`src/rtl/uart_pkg.sv`:
```
// Shared UART definitions: state encoding and oversampling constants used by
// the receiver (and later the transmitter).
package uart_pkg;

    typedef enum logic [2:0] {
        IDLE   = 3'd0,
        START  = 3'd1,
        DATA   = 3'd2,
        PARITY = 3'd3,
        STOP   = 3'd4,
        BRK    = 3'd5
    } uart_state_e;

    localparam int OVERSAMPLE = 16;
    localparam int MID_SAMPLE = 7;

endpackage

```
`src/rtl/sync_2ff.sv`:
```
// Two-flop synchroniser for an asynchronous, idle-high input; both stages
// reset to 1 so a released reset never looks like a falling edge.
module sync_2ff (
    input  logic clock,
    input  logic reset,
    input  logic d,
    output logic q
);

    logic meta_r;
    logic sync_r;

    // Two-stage capture of the asynchronous input.
    always_ff @(posedge clock or negedge reset) begin
        if (!reset) begin
            meta_r <= 1'b1;
            sync_r <= 1'b1;
        end else begin
            meta_r <= d;
            sync_r <= meta_r;
        end
    end

    assign q = sync_r;

endmodule

```
`src/rtl/uart_rx.sv`:
```
// 16x-oversampling UART receiver, LSB first, one word per frame with a done strobe.
// Define UART_RX_PARITY_EN to add an even-parity bit and the parity_err port.
module uart_rx
    import uart_pkg::*;
#(
    parameter int N_BITS  = 8,
    parameter int SB_TICK = 16
) (
    input  logic              clock,
    input  logic              reset,
    input  logic              ticks,
    input  logic              rx,
    output logic [N_BITS-1:0] dout,
    output logic              rx_done,
    output logic              frame_err
`ifdef UART_RX_PARITY_EN
    ,
    output logic              parity_err
`endif
);

    localparam int            NW     = (N_BITS > 1) ? $clog2(N_BITS) : 1;
    localparam logic [NW-1:0] N_LAST = NW'(N_BITS - 1);
    localparam logic [3:0]    S_MID  = 4'(MID_SAMPLE);
    localparam logic [3:0]    S_BIT  = 4'(OVERSAMPLE - 1);
    localparam logic [3:0]    S_STOP = 4'(SB_TICK - 1);

    uart_state_e       state_r, state_nxt_s;
    logic [3:0]        s_r, s_nxt_s;
    logic [NW-1:0]     n_r, n_nxt_s;
    logic [N_BITS-1:0] shreg_r, shreg_nxt_s;
    logic [N_BITS-1:0] dout_r, dout_nxt_s;
    logic              done_r, done_nxt_s;
    logic              ferr_r, ferr_nxt_s;
    logic              rx_s;

`ifdef UART_RX_PARITY_EN
    logic              par_r, par_nxt_s;
    logic              perr_r, perr_nxt_s;

    // Even parity: the data bits and the parity bit must XOR to zero.
    function automatic logic parity_fail(input logic [N_BITS-1:0] data, input logic pbit);
        return (^data) ^ pbit;
    endfunction
`endif

    sync_2ff u_sync (
        .clock (clock),
        .reset (reset),
        .d     (rx),
        .q     (rx_s)
    );

    // Next-state and datapath decisions; counters only move on a tick.
    always_comb begin
        state_nxt_s = state_r;
        s_nxt_s     = s_r;
        n_nxt_s     = n_r;
        shreg_nxt_s = shreg_r;
        dout_nxt_s  = dout_r;
        done_nxt_s  = 1'b0;
        ferr_nxt_s  = ferr_r;
`ifdef UART_RX_PARITY_EN
        par_nxt_s   = par_r;
        perr_nxt_s  = perr_r;
`endif
        case (state_r)
            IDLE: begin
                if (!rx_s) begin
                    state_nxt_s = START;
                    s_nxt_s     = 4'd0;
                end else begin
                    state_nxt_s = IDLE;
                end
            end
            START: begin
                if (ticks) begin
                    if (s_r == S_MID) begin
                        s_nxt_s = 4'd0;
                        if (!rx_s) begin
                            state_nxt_s = DATA;
                            n_nxt_s     = {NW{1'b0}};
                        end else begin
                            // Start bit did not hold to mid-bit: treat as a glitch.
                            state_nxt_s = IDLE;
                        end
                    end else begin
                        s_nxt_s = s_r + 4'd1;
                    end
                end else begin
                    s_nxt_s = s_r;
                end
            end
            DATA: begin
                if (ticks) begin
                    if (s_r == S_BIT) begin
                        s_nxt_s     = 4'd0;
                        shreg_nxt_s = {rx_s, shreg_r[N_BITS-1:1]};
                        if (n_r == N_LAST) begin
`ifdef UART_RX_PARITY_EN
                            state_nxt_s = PARITY;
`else
                            state_nxt_s = STOP;
`endif
                        end else begin
                            n_nxt_s = n_r + NW'(1);
                        end
                    end else begin
                        s_nxt_s = s_r + 4'd1;
                    end
                end else begin
                    s_nxt_s = s_r;
                end
            end
`ifdef UART_RX_PARITY_EN
            PARITY: begin
                if (ticks) begin
                    if (s_r == S_BIT) begin
                        s_nxt_s     = 4'd0;
                        par_nxt_s   = rx_s;
                        state_nxt_s = STOP;
                    end else begin
                        s_nxt_s = s_r + 4'd1;
                    end
                end else begin
                    s_nxt_s = s_r;
                end
            end
`endif
            STOP: begin
                if (ticks) begin
                    if (s_r == S_STOP) begin
                        s_nxt_s     = 4'd0;
                        dout_nxt_s  = shreg_r;
                        ferr_nxt_s  = ~rx_s;
                        done_nxt_s  = 1'b1;
`ifdef UART_RX_PARITY_EN
                        perr_nxt_s  = parity_fail(shreg_r, par_r);
`endif
                        state_nxt_s = rx_s ? IDLE : BRK;
                    end else begin
                        s_nxt_s = s_r + 4'd1;
                    end
                end else begin
                    s_nxt_s = s_r;
                end
            end
            BRK: begin
                // Line held low: wait for it to return high before rearming.
                if (rx_s) begin
                    state_nxt_s = IDLE;
                end else begin
                    state_nxt_s = BRK;
                end
            end
            default: begin
                state_nxt_s = IDLE;
                s_nxt_s     = 4'd0;
                n_nxt_s     = {NW{1'b0}};
            end
        endcase
    end

    // State, counters and registered outputs.
    always_ff @(posedge clock or negedge reset) begin
        if (!reset) begin
            state_r <= IDLE;
            s_r     <= 4'd0;
            n_r     <= {NW{1'b0}};
            shreg_r <= {N_BITS{1'b0}};
            dout_r  <= {N_BITS{1'b0}};
            done_r  <= 1'b0;
            ferr_r  <= 1'b0;
`ifdef UART_RX_PARITY_EN
            par_r   <= 1'b0;
            perr_r  <= 1'b0;
`endif
        end else begin
            state_r <= state_nxt_s;
            s_r     <= s_nxt_s;
            n_r     <= n_nxt_s;
            shreg_r <= shreg_nxt_s;
            dout_r  <= dout_nxt_s;
            done_r  <= done_nxt_s;
            ferr_r  <= ferr_nxt_s;
`ifdef UART_RX_PARITY_EN
            par_r   <= par_nxt_s;
            perr_r  <= perr_nxt_s;
`endif
        end
    end

    assign dout      = dout_r;
    assign rx_done   = done_r;
    assign frame_err = ferr_r;
`ifdef UART_RX_PARITY_EN
    assign parity_err = perr_r;
`endif

endmodule
```
`config.mk`:
```
export PLATFORM = sky130hd
export DESIGN_NAME = uart_rx
export DESIGN_NICKNAME = d
export VERILOG_FILES = /design/src/rtl/uart_pkg.sv /design/src/rtl/sync_2ff.sv /design/src/rtl/uart_rx.sv
export SDC_FILE = /design/constraint.sdc
export NUM_CORES = 1
export LEC_CHECK = 0
export CORE_MARGIN = 2
export CORE_UTILIZATION = 50
export CTS_CLUSTER_SIZE = 12
export DETAILED_ROUTE_END_ITERATION = 8
export DONT_BUFFER_PORTS = 1
export GPL_TIMING_DRIVEN = 0
export PLACE_DENSITY = 0.63
export SLEW_MARGIN = 0
export SYNTH_ARGS = -nofsm -noshare
export SYNTH_HDL_FRONTEND = slang
export SYNTH_SLANG_ARGS = --single-unit
```
`constraint.sdc`:
```
create_clock -name clock -period 4.5 [get_ports clock]
set_clock_uncertainty 0.15 [all_clocks]
set_input_delay 0.9 -clock clock [delete_from_list [all_inputs] [get_ports clock]]
set_output_delay 0.9 -clock clock [all_outputs]
set_load 0.1 [all_outputs]
```
==> flow_summary.json <==
{
  "finalMaxSlewViolations": 0,
  "final.period_utilization_pct": 51.7,
  "power_frac_clock_pct": 24.3,
  "place_area_sq_um": 1430,
  "fmax_mhz": 430,
  "grtUsageTotal_pct": 15.8,
  "status": "finished, final reports clean",
  "clkSinkCount": 30,
  "period_needed_ns": 2.32,
  "holdCritPathClass": "in2async",
  "drt_iter0_markers": 13,
  "cts_setup_buffers": 0,
  "rsz0062_at_grt": "no",
  "reg2reg_depth": 6,
  "share_comb_of_total_power_pct": 30.0,
  "hold_violations": 0,
  "wl_per_cell_um": 14.6,
  "critPathMaxFanout": 2,
  "final_nets": 129,
  "worstSetupPathType": "reg2out",
  "crit_cells": 0,
  "grt_max_degree": 31,
  "core_area_sq_um": 2710,
  "crit_path_start_kind": "register",
  "rows": 19,
  "die-height_um": 56.8,
  "worst_pin_slew_ns": 0.901,
  "h-tree-depth": 2,
  "synth-seq-cells": 30,
  "clk_pin_slew_ns": 0.09,
  "finalInstanceArea_sq_um": 1500,
  "grt_pass1_wl_um": 3800,
  "whs_ns": 0.102,
  "p_switching_w": 0.000222,
  "synth.net_count": 122,
  "worstReg2RegEnd": "dout[6]",
  "tns_ns": 0,
  "startpoint": "frame_err",
  "gp_routability_congestion": 0.734,
  "synthCells": 115,
  "synth.area.top_cells": "dfrtp_1, mux2_2, dfstp_2, ha_1, xnor2_1",
  "switching_share_pct": 32.4,
  "p_int_w": 0.000463,
  "drive_gt1_share_pct": 34.1,
  "power.leakage_nw": 0.737,
  "ctsLongestPathBuffers": 2,
  "max-cap-violations": 0,
  "start_util_pct": 51.4,
  "die_x_um": 56.8,
  "clockRootBuffer": "clkbuf_4",
  "yosysSeqAreaShare_pct": 54.1,
  "crit_path_end": "frame_err",
  "synth-main-ff-cell": "dfrtp_1",
  "p_seq_share_pct": 45.7,
  "globalRouteOverflowTotal": 0,
  "syn_avg_cell_area_sq_um": 12.1,
  "hpwl_um": 1650,
  "synth_edf_count": 0,
  "synthToLayoutAreaGrowth_pct": 7.37,
  "r2r_start": "s_r[0]",
  "portBuffers": 0,
  "peakVddDrop_v": 0.000366,
  "ys_top_cells_by_count": "dfrtp_1, mux2_2, nand2_1, nor2_1, buf_2",
  "cts_tree": "yes",
  "vias": 856,
  "netlist_area_sq_um": 1390,
  "p_per_area_nw_per_um2": 458,
  "antenna_found_initial": 0,
  "synth-async-reset-ratio_pct": 100,
  "antenna_left": 0,
  "num_io_pins": 14,
  "setup_viol": 0,
  "dp_cells": 146,
  "nFillCells": 254,
  "yosys.area.top_type": "dfrtp_1",
  "critical_path_required_ns": 3.45,
  "ctsResizeCount": 0,
  "synthDominantCellAreaShare_pct": 50.3,
  "clk_latency_ns": 0.33,
  "relSlewSlack_pct": 40.0,
  "end_kind": "primary output",
  "numCtsBuffers": 5,
  "utilization_pct": 55.2,
  "drc": 0,
  "fin_cells": 154,
  "yosys_warnings": 0,
  "grt_pass1_vias": 871,
  "totalWireLength_um": 2250,
  "viasPerCell": 5.56,
  "yosys.cell_types.count": 37,
  "cp.arrival_ns": 1.27,
  "reg2reg_slack_ns": 2.30,
  "dr.pass1.iters": 4,
  "yosysMostFrequentCell": "dfrtp_1",
  "die_area_sq_um": 3220,
  "holdBufCountCts": 0,
  "n_antenna_cell": 0
}
power by group through the flow:
stage	Clock, W	Sequential [W]	Combinational (W)
6_report	0.000166	0.000313	0.000206
5_1_grt	0.000183	0.000316	0.000229
4_1_cts	0.000173	0.000313	0.000208
3_5_place_dp	0	0.000318	0.000207
3_3_place_gp	0	0.000317	0.000198
2_1_floorplan	0	0.000313	0.000173
state kept, by name (all words and copies together), names as in the netlist:
name and cells:
dout 8, shreg_r 8, s_r 4, n_r 3, state_r 3, frame_err 1
rx_done 1, u_sync.meta_r 1, u_sync.q 1
cell usage in the layout, fill, tap and decap left out, types with 2 or more instances in the layout:
master / synthesis / final
xnor2_1: 3 / 3
dfstp_2: 2 / 2
nor2b_1: 3 / 3
ha_1: 3 / 3
nor2_1: 6 / 6
nand3_1: 2 / 2
clkbuf_4: 0 / 5
dfrtp_1: 28 / 28
and3_1: 2 / 2
nor3_1: 2 / 2
buf_2: 5 / 5
a21oi_1: 2 / 2
mux2_2: 20 / 20
nand2_1: 6 / 6
o21ai_0: 4 / 4
nand2b_1: 3 / 3
inv_1: 3 / 3
worst min-delay path by stage:
stage,endpoint,slack [ns],cells past startpoint
global route,state_r[0],0.08,0
detailed placement,u_sync.q,0.20,0
CTS,dout[1],0.09,0
finish,state_r[0],0.10,0
global placement,u_sync.q,0.20,0
floorplan,u_sync.q,0.20,0
layer usage:
metal	share of wire [%]	vias to the layer above	track usage [%]
met5	0	-	0
met4	2.2	0	9.97
met3	4.1	5	4.84
met2	49	11	25.2
met1	45	423	18.5
li1	-	417	-
metrics by stage:
step / total power (W) / worst slack (ns)
2_1_floorplan: 0.000486 / 2.26
3_3_place_gp: 0.000515 / 2.17
3_5_place_dp: 0.000525 / 2.14
4_1_cts: 0.000694 / 2.16
5_1_grt: 0.000728 / 2.14
6_report: 0.000685 / 2.18
cell families after synthesis:
family          after synthesis  synth area share, %
compound gates               17                 8.54
xor+xnor                      4                 2.52
fa+ha+maj                     3                 2.70
buf+inv                       8                 2.61
flops                        30                 54.1
mux                          21                 16.9
simple gates                 32                 12.7
cell type report:
cell class              count  area (sq um)  share of cell area (%)
inverters                   3          11.3                   0.753
multi-input cells          77           603                    40.3
clock buffers               6          51.3                    3.43
well taps                  31          38.8                    2.59
plain buffers               5          25.0                    1.67
flip-flops and latches     30           753                    50.4
clock inverters             2          12.5                   0.837
Note: power is estimated with default switching activity, not from simulation.
